[src/rtl/ihex_tx.sv]
// Intel HEX record encoder: turns one record request plus its payload byte stream
// into the ASCII record ":LLAAAATT<DD..>CC<EOL>", presented one character at a time.
module ihex_tx #(
  parameter bit EOL_CRLF = 1'b1
) (
  input  logic        i_clk,
  input  logic        i_reset,
  input  logic        i_start,
  input  logic [7:0]  i_len,
  input  logic [15:0] i_addr,
  input  logic [7:0]  i_type,
  input  logic [7:0]  i_byte,
  input  logic        i_byte_valid,
  output logic        o_byte_ready,
  output logic [7:0]  o_tx_data,
  output logic        o_tx_stb,
  input  logic        i_tx_busy,
  output logic        o_busy,
  output logic        o_done
);

  typedef enum logic [4:0] {
    IDLE, COLON, LEN_H, LEN_L, ADR3, ADR2, ADR1, ADR0, TYP_H, TYP_L,
    DAT_WAIT, DAT_H, DAT_L, CS_H, CS_L, CR, LF, DONE
  } state_t;

  state_t      state;
  logic [7:0]  len_r;
  logic [15:0] addr_r;
  logic [7:0]  type_r;
  logic [3:0]  data_lo;
  logic [7:0]  count;
  logic [7:0]  sum;
  logic [7:0]  cc;
  logic        accept;

  assign cc     = ~sum + 8'd1;
  assign accept = o_tx_stb & ~i_tx_busy;

  function automatic logic [7:0] hex_char(input logic [3:0] n);
    return (n < 4'd10) ? (8'h30 + {4'h0, n}) : (8'h37 + {4'h0, n});
  endfunction

  // Each state names the character currently presented; the next character is
  // loaded into o_tx_data on the cycle the current one is accepted.
  always_ff @(posedge i_clk) begin
    if (i_reset) begin
      state        <= IDLE;
      len_r        <= '0;
      addr_r       <= '0;
      type_r       <= '0;
      data_lo      <= '0;
      count        <= '0;
      sum          <= '0;
      o_tx_stb     <= 1'b0;
      o_tx_data    <= '0;
      o_byte_ready <= 1'b0;
      o_busy       <= 1'b0;
      o_done       <= 1'b0;
    end else begin
      o_done <= 1'b0;
      case (state)
        IDLE: begin
          if (i_start) begin
            len_r     <= i_len;
            addr_r    <= i_addr;
            type_r    <= i_type;
            count     <= i_len;
            sum       <= '0;
            o_busy    <= 1'b1;
            o_tx_stb  <= 1'b1;
            o_tx_data <= 8'h3A;
            state     <= COLON;
          end
        end
        DAT_WAIT: begin
          if (i_byte_valid) begin
            data_lo      <= i_byte[3:0];
            count        <= count - 8'd1;
            sum          <= sum + i_byte;
            o_byte_ready <= 1'b0;
            o_tx_stb     <= 1'b1;
            o_tx_data    <= hex_char(i_byte[7:4]);
            state        <= DAT_H;
          end
        end
        DONE: state <= IDLE;
        default: begin
          if (accept) begin
            case (state)
              COLON: begin
                // Header bytes are all known here, so fold them into the checksum at once.
                sum       <= len_r + addr_r[15:8] + addr_r[7:0] + type_r;
                o_tx_data <= hex_char(len_r[7:4]);
                state     <= LEN_H;
              end
              LEN_H: begin o_tx_data <= hex_char(len_r[3:0]);    state <= LEN_L; end
              LEN_L: begin o_tx_data <= hex_char(addr_r[15:12]); state <= ADR3;  end
              ADR3:  begin o_tx_data <= hex_char(addr_r[11:8]);  state <= ADR2;  end
              ADR2:  begin o_tx_data <= hex_char(addr_r[7:4]);   state <= ADR1;  end
              ADR1:  begin o_tx_data <= hex_char(addr_r[3:0]);   state <= ADR0;  end
              ADR0:  begin o_tx_data <= hex_char(type_r[7:4]);   state <= TYP_H; end
              TYP_H: begin o_tx_data <= hex_char(type_r[3:0]);   state <= TYP_L; end
              DAT_H: begin o_tx_data <= hex_char(data_lo);       state <= DAT_L; end
              TYP_L, DAT_L: begin
                if (count == 8'd0) begin
                  o_tx_data <= hex_char(cc[7:4]);
                  state     <= CS_H;
                end else begin
                  o_tx_stb     <= 1'b0;
                  o_byte_ready <= 1'b1;
                  state        <= DAT_WAIT;
                end
              end
              CS_H: begin o_tx_data <= hex_char(cc[3:0]); state <= CS_L; end
              CS_L: begin
                o_tx_data <= EOL_CRLF ? 8'h0D : 8'h0A;
                state     <= EOL_CRLF ? CR : LF;
              end
              CR: begin o_tx_data <= 8'h0A; state <= LF; end
              LF: begin
                o_tx_stb  <= 1'b0;
                o_tx_data <= '0;
                o_busy    <= 1'b0;
                o_done    <= 1'b1;
                state     <= DONE;
              end
              default: state <= IDLE;
            endcase
          end
        end
      endcase
    end
  end

endmodule

[config.mk]
export PLATFORM = sky130hd
export DESIGN_NAME = ihex_tx
export DESIGN_NICKNAME = d
export VERILOG_FILES = /design/src/rtl/ihex_tx.sv
export SDC_FILE = /design/constraint.sdc
export NUM_CORES = 1
export LEC_CHECK = 0
export CELL_PAD_IN_SITES_DETAIL_PLACEMENT = 0
export CELL_PAD_IN_SITES_GLOBAL_PLACEMENT = 1
export CORE_MARGIN = 1
export CORE_UTILIZATION = 44
export CTS_BUF_LIST = sky130_fd_sc_hd__clkbuf_2
export DETAILED_ROUTE_END_ITERATION = 6
export HOLD_SLACK_MARGIN = 0.1
export PLACE_DENSITY = 0.86
export SYNTH_ARGS = -nofsm -noshare
export SYNTH_HDL_FRONTEND = slang
export SYNTH_SLANG_ARGS = --single-unit
[constraint.sdc]
create_clock -name i_clk -period 3.25 [get_ports i_clk]
set_input_delay 0.325 -clock i_clk [delete_from_list [all_inputs] [get_ports i_clk]]
set_output_delay 0.325 -clock i_clk [all_outputs]
set_load 0.05 [all_outputs]
# == Yosys cells after proc, flatten, opt, wreduce, memory -nomap -nowiden ==
# Cells that the tools add are included.
# totals
regBits,69
output_inout_bits,12
# classes
n_addsub,30
order_cmp,12
eq_ne,22
mux,47
n_bitwise,7
n_reduce_logical,25
# op_table
cell,count
6-bit by 4-bit adder with 7-bit output (first input constant),24
8-bit case mux with 14 select lines,1
7-bit 2-to-1 mux,12
8-bit 2-to-1 mux,10
5-bit case mux with 14 select lines,1
4-bit < comparator (second input constant),12
8-bit case mux with 3 select lines,2
5-bit by 4-bit == test with 1-bit output (second input constant),8
8-bit adder,4
5-bit by 3-bit == test with 1-bit output (second input constant),4
8-bit case mux with 2 select lines,1
16-bit nonzero test,1
5-bit 2-to-1 mux,3
5-bit case mux with 3 select lines,1
6-bit AND reduction,2
1-bit 2-to-1 mux,11
5-bit by 2-bit == test with 1-bit output (second input constant),2
5-bit == test (second input constant),2
5-bit AND reduction,2
2-bit nonzero test,5
8-bit by 1-bit adder with 8-bit output (second input constant),1
8-bit zero test,1
4-bit by 2-bit != test with 1-bit output (second input constant),2
8-bit NOT,1
other kinds (17),30

# == Depth between registers and ports, before layout ==
# Gate-level depths: netlist of the first run.
# depth
ltp_word,8
mapped_depth,13

# == Worst setup path after synthesis of the first run ==
# Ideal clock, no wire load.
# synth_path
kind,register to register
from,reg len_r[1]
to,reg sum[7]
arrival_time_ns,2.807
required_ns,3.128
path_slack_ns,0.322
stages_incl_launch_ff,14
n_path_buf,0
synth_period_minus_slack_ns,2.928
cell_sequence,dfxtp_1 -> inv_1 -> fa_1 -> fa_1 -> inv_1 -> ha_1 -> inv_1 -> fa_1 -> nor2b_1 -> o31a_1 -> o21ai_0 -> and3_1 -> o21ai_0 -> a21oi_1
# synth_via
elab_chain_len,6
# synth_lines
element,line_no,rtl
start: declaration,28,logic [7:0] len_r;
start signal: assignment,65,len_r <= i_len;
8-bit adder (3 in series),93,sum <= len_r + addr_r[15:8] + addr_r[7:0] + type_r;
8-bit 2-to-1 mux,90,case (state)
8-bit 2-to-1 mux,89,if (accept) begin
8-bit case mux with 3 select lines,62,case (state)
end signal: assignment,80,sum <= sum + i_byte;
end signal: assignment,93,
end: declaration,33,logic [7:0] sum;
# Every way passes these cells. The select of a mux whose other input is x is not followed.
# A chain may end at the register's enable or synchronous reset.

# == Worst setup path in the final report of the first run ==
# layout_path
from,reg addr_r[9]
to,reg sum[7]
# layout_via
elab_chain_len,6
# layout_lines
element,line_no,rtl
start: declaration,29,logic [15:0] addr_r;
start signal: assignment,66,addr_r <= i_addr;
8-bit adder (3 in series),93,
8-bit 2-to-1 mux,90,
8-bit 2-to-1 mux,89,
8-bit case mux with 3 select lines,62,
# Every way passes these cells. The select of a mux whose other input is x is not followed.

==> results.md, run 1 <==
- Highest clock rate: between 300 and 400 MHz
- Pwr Density: just under 800 mW/mm^2
- Largest net degree at the start of global routing: 43
- Quantity of I/O buffers inserted on ports: 55
- CP max FO: 4
- Leakage: approximately 2.5 nW
- Post-synth EDFFs: 0
- Most common cell after layout, fill and taps aside: nand2_1
- Setup-failing EPs final: 0
- Max incr delay on CP: a little under 0.6 ns
- Status: complete, no violations
- Final period util: 93.3%
- Sequential share of the synthesized area: 22.8%
- Mean Syn Cell Area: 7.29 um^2
- RSZ-0062 raised after global routing: no
- Top delay family on crit path: adder cells
- Setup CP Type: flip-flop to flip-flop
- Multi-input gate area: approximately 0.0042 mm^2
- Worst slew pin tran: 0.819 ns
- Non-filler cells, final: just over 1k
- FF+latch area: 0.00137 mm^2
- Cells after Synth: 818
- Vias in the first global route: approximately 5.8k
- CTS root buf: clkbuf_2
- CTS max path bufs: 2
- Gr ovfl total: 0
- FF+latch count, synth: 68
- Dpl cells: 1,014
- Final Hold Viols: 0
- Worst Skew: 0.0272 ns
- Most frequent cells in the layout: nand2_1 (127), a21oi_1 (98), dfxtp_1 (63)
- Main synth FF type: dfxtp_1
- Remaining DRCs: 0
- Clock transition at the registers of the reported paths: 0.22 ns
- Syn nets: ~900
- Crit end category: flip-flop
- Mapped cell area: roughly 0.0060 mm^2
- DR WL/cell: 19.7 um
- Relative slew slack: 45.2%
- Crit path cell chain: inv_1 > fa_1 > fa_1 > inv_1 > ha_2 > inv_1 > fa_2 > nor2b_2 > o31a_1 > o21ai_1 > and3_1 > o21ai_1 > a21oi_1
- Area grow syn2layout: 13.7%
- VDD IR max: roughly 0.33 mV
- Critical Path AT: 3.53 ns
- Most used cell, CP: inv_1
- Slew Limit Fails: 0
- ANT cells: 0
- # clock sinks: slightly below 70
- Crit path launch type: flip-flop
- Initial core utilization: 45.0%
- Die W: between 100 and 150 um
- Final Net Count: around 940
- Core footprint: ~0.013 mm^2
- Layout cells sized above 1: 8.07%
- Tot GR Track Use: 29.5%
- Die footprint: 0.0140 mm^2
- Initial antenna violation count: 0
- Antenna-violating nets left: 0
- Cell Rows: 42
- Vias: 6,225
- H-tree depth: 3
- HPWL Detailed: roughly 16 mm
- Async set or reset register ratio after synthesis: 0%
- Worst path required time: 3.75 ns
- CTS tree: done
- Worst-Skew Late Latency: 0.59 ns
- Fillers: ~1.4k
- Synth warn: 0
- Slowest CP cell: fa_1
- Drt pass-1 iters: 6
- DRT iter0 DRCs: approximately 700
- Drt total wl: ~20 mm
- Die Ht: approximately 120 um
- Synth unique cells: 80
- RD Place Congestion: just over 0.9
- MaxCap Viol Count: 0
- Hold WC Path Type: primary input to flip-flop
- First-pass GRT wire length: 31.6 mm
- CTS buffer count: 9
- Via density: 6.04
- Setup TNS: 0 ns
- Min Clock Period, post-route: 3.03 ns
- CP bufs+invs: 3
- # IOs: 57
sequential cells by signal (all words and copies together) (netlist names):
register,cells
sum,8
addr_r,16
type_r,8
data_lo,4
len_r,8
count,8
o_done,1
o_byte_ready,1
o_busy,1
state,5
o_tx_data,7
o_tx_stb,1
per-layer routing:
layer	vias to the layer above	GRT usage [%]	routed length (um)
met1	2964	38.9	9080
met5	-	0	0
met3	39	7.34	1490
met4	0	8.78	458
li1	2993	-	-
met2	229	47.4	9250
stage by stage:
step | hold slack [ns] | total power, W | cell area [um^2] | utilization [%] | setup slack (ns)
detailed placement | 0.448 | 0.00472 | 6620 | 50.0 | 0.0388
floorplan | 0.436 | 0.00379 | 5960 | - | 0.322
global route | 0.179 | 0.00581 | 6780 | 51.2 | 0.0345
global placement | 0.447 | 0.00465 | 6620 | 50.0 | 0.176
CTS | 0.171 | 0.00534 | 6760 | 51.0 | 0.0309
finish | 0.213 | 0.00538 | 6780 | 51.2 | 0.219
cells in the mapped netlist, drive strengths merged, types with 5 or more instances:
cell type	instances	area, um^2
a211oi	19	143
a21oi	98	490
a221oi	8	70.1
a22oi	10	75.1
a31oi	9	71.3
a32oi	5	43.8
and4b	5	50.1
buf	25	139
clkbuf	28	105
dfxtp	68	1360
fa	15	300
ha	27	338
inv	51	191
nand2	128	483
nand2b	9	63.8
nand3	14	82.6
nand4	7	50.1
nor2	56	215
nor2b	17	106
nor3	22	115
nor4	9	75.1
o211ai	7	52.6
o21ai	52	268
o22ai	10	62.6
o31ai	6	45.0
or3	6	37.5
or4	6	48.8
xnor2	28	245
worst paths after layout:
kind              from        end  slack, ns  depth (start not counted)
max          addr_r[9]     sum[7]       0.22                         13
min            i_reset   state[3]       0.21                          2
max reg2reg  addr_r[9]     sum[7]       0.22                         13
min reg2reg  addr_r[4]  addr_r[4]       0.47                          2
cells by family after synthesis:
family / count (synthesis) / share of synthesized area, %
mux: 3 / 0.503
simple gates: 303 / 25.6
compound gates: 265 / 28.3
other cells: 1 / 0.0629
xor+xnor: 32 / 4.70
fa+ha+maj: 42 / 10.7
flops: 68 / 22.8
buf+inv: 104 / 7.30
area by class of cell:
class / count / area share, %
inverter: 51 / 2.82
clock buffer: 9 / 0.664
clock inverter: 7 / 1.35
timing repair buffer: 74 / 10.1
multi-input combinational: 646 / 61.6
sequential: 68 / 20.2
tap: 176 / 3.25
where the power goes:
group / switching (W) / internal (W) / leakage (nW)
Clock: 0.000361 / 0.000250 / 0.0732
Sequential: 0.000359 / 0.00104 / 0.560
Combinational: 0.00204 / 0.00134 / 1.84
Total: 0.00276 / 0.00262 / 2.47
timing repair:
action / in CTS / in global routing
endpoints found under the setup margin: 0 / 2
setup buffers: 0 / 1
hold buffers: 0 / 0
resized for setup: 0 / 10
Note: power is estimated with default switching activity, not from simulation.
==> inputs of run 2 (changes only) <==
Clock period 3.25 ns to 2.8 ns, I/O delays scaled along.
==> run 2 against run 1 <==
The flow now finishes with violations (negative setup slack); clock skew rose by 0.020 ns; sequential share of layout area fell by 1.1 points; global-route usage barely moved; maximum frequency rose by 5.2%; critical path depth did not move; non-clock buffer count rose by 50; via count rose by 4.4%; total power rose by 20%.
==> results.md, run 2 (same netlist as run 1, synthesis figures left out) <==
- H-tree depth: 3 (unchanged)
- Worst r2r src: len_r[1]
- CP bufs+invs: 3 (unchanged)
- Total power: 0.00647 W (+20%)
- Initial antenna violation count: 1 (+1)
- DRT iter0 DRCs: 526 (-25%)
- Pwr Density: 900 mW/mm^2 (+13%)
- Max incr delay on CP: 0.52 ns (-0.07 ns)
- Antenna-violating nets left: 0 (unchanged)
- Die footprint: 0.0140 mm^2 (unchanged)
- CP max FO: 2 (-2)
- Highest clock rate: 347 MHz (+5.2%)
- CTS tree: done
- VDD IR max: 0.436 mV (+31%)
- Leakage: 2.71 nW (+9.5%)
- CTS max path bufs: 2 (unchanged)
- Crit path launch type: flip-flop
- Cell Rows: 42 (unchanged)
- HPWL Detailed: 16.4 mm (+2.5%)
- RD Place Congestion: 0.947 (+1.3%)
- Critical path launch point: len_r[1]
- Vias: 6,499 (+4.4%)
- Final Hold Viols: 0 (unchanged)
- Drt total wl: 20.5 mm (+1.1%)
- Quantity of I/O buffers inserted on ports: 55 (unchanged)
- Drt pass-1 iters: 5 (-1)
- Vias in the first global route: 6,005 (+4.2%)
- Final period util: 103% (+9.6 points)
- Worst slew pin tran: 0.689 ns (-0.130 ns)
- Most common cell after layout, fill and taps aside: nand2_1
- RSZ-0062 raised after global routing: yes
- Largest Register: addr_r
- Worst path required time: 3.28 ns (-0.47 ns)
- Fillers: 1,362 (-2.4%)
- Worst-Skew Late Latency: 0.61 ns (+0.02 ns)
- Via density: 6.01 (-0.52%)
- First-pass GRT wire length: 31.8 mm (+0.61%)
- Layout cells sized above 1: 14.6% (+6.5 points)
- Clock transition at the registers of the reported paths: 0.25 ns (+0.03 ns)
- Crit end category: flip-flop
- Die W: 118 um (unchanged)
- # clock sinks: 68 (unchanged)
- Dpl cells: 1,059 (+4.4%)
- Setup CP Type: flip-flop to flip-flop
- Hold WC Path Type: primary input to flip-flop
- Worst Skew: 0.0470 ns (+0.0198 ns)
- Top delay family on crit path: adder cells
- Layout Utilization: 54.3% (+3.1 points)
- Hold Startpoint: i_type[0]
- CTS buffer count: 9 (unchanged)
- Final worst slack: -0.0808 ns (-0.299 ns)
- CTS root buf: clkbuf_2
- Max reg flops: 16 (unchanged)
- Core footprint: 0.0132 mm^2 (unchanged)
- Most frequent cells in the layout: nand2_1 (127), a21oi_1 (98), buf_4 (66)
- Tot GR Track Use: 29.4% (-0.039 points)
- Crit path cell chain: inv_2 > fa_1 > fa_1 > inv_1 > ha_2 > inv_2 > fa_2 > nor2b_2 > o31a_1 > o21ai_1 > and3_1 > o21ai_2 > a21oi_1
- Initial core utilization: 45.0% (unchanged)
- # IOs: 57 (unchanged)
- Area grow syn2layout: 20.5%
- Remaining DRCs: 0 (unchanged)
- Critical Path AT: 3.36 ns (-0.17 ns)
- Gr ovfl total: 0 (unchanged)
- MaxCap Viol Count: 0 (unchanged)
- DR WL/cell: 19.0 um (-3.6%)
- Die Ht: 118 um (unchanged)
- Non-filler cells, final: 1,082 (+4.9%)
- Largest net degree at the start of global routing: 50 (+16%)
- Slowest CP cell: fa_1
- Status: finished with violations
- Final Net Count: 987 (+5.3%)
- Relative slew slack: 54.0% (+8.8 points)
- Min Clock Period, post-route: 2.88 ns (-0.151 ns)
- Slew Limit Fails: 0 (unchanged)
- Failing checks: negative setup slack
- Setup-failing EPs final: 3 (+3)
[run 2: final timing paths]
| kind | depth (start not counted) | slack [ns] | end |
|---|---|---|---|
| worst min register to register | 2 | 0.48 | data_lo[0] |
| worst max-delay path | 13 | -0.08 | sum[7] |
| worst max register to register | 13 | -0.08 | sum[7] |
| worst min-delay path | 3 | 0.22 | type_r[0] |
[run 2: tightest hold or removal path: stages]
cell             delay, ns
clkdlybuf4s50_1       0.39
nand2_1               0.05
a21oi_1               0.05
[run 2: final cells by class]
| class | instances | area (um^2) | share of cell area (%) |
|---|---|---|---|
| Multi-Input combinational cell | 646 | 4220 | 58.8 |
| Sequential cell | 68 | 1370 | 19.1 |
| Timing Repair Buffer | 124 | 1090 | 15.2 |
| Tap cell | 176 | 220 | 3.06 |
| Inverter | 51 | 191 | 2.66 |
| Clock buffer | 9 | 45.0 | 0.627 |
| Clock inverter | 7 | 43.8 | 0.609 |
| Antenna cell | 1 | 2.50 | 0.0348 |
[run 2: through the flow]
stage               TNS, ns  setup WS (ns)  instance area (um^2)  hold WS, ns
floorplan           -0.0151        -0.0151                  5970        0.408
finish               -0.212        -0.0808                  7190        0.223
detailed placement   -0.295         -0.170                  6990        0.452
global placement    -0.0779        -0.0779                  6990        0.447
global route         -0.504         -0.179                  7190        0.200
CTS                  -0.152         -0.106                  7140        0.190
[run 2: repair_timing]
item	CTS	global route
buffers inserted	3	2
pin swaps	15	12
setup endpoints to repair	3	5
hold buffers	1	0
gates resized for setup	10	9
hold endpoints to repair	5	0
[run 2: where the power goes]
group	internal [W]	total (W)	leakage, nW	switching (W)
sequential	0.00120	0.00153	0.560	0.000323
combinational	0.00185	0.00442	2.10	0.00257
clock	0.000110	0.000519	0.0506	0.000409
[run 2: routing by layer]
metal | GRT usage (%) | vias up | wire length, um
met5 | 0 | - | 0
met4 | 14.2 | 0 | 830
met3 | 5.55 | 48 | 1460
met2 | 46.0 | 272 | 9150
met1 | 38.9 | 3064 | 9060
li1 | - | 3115 | -
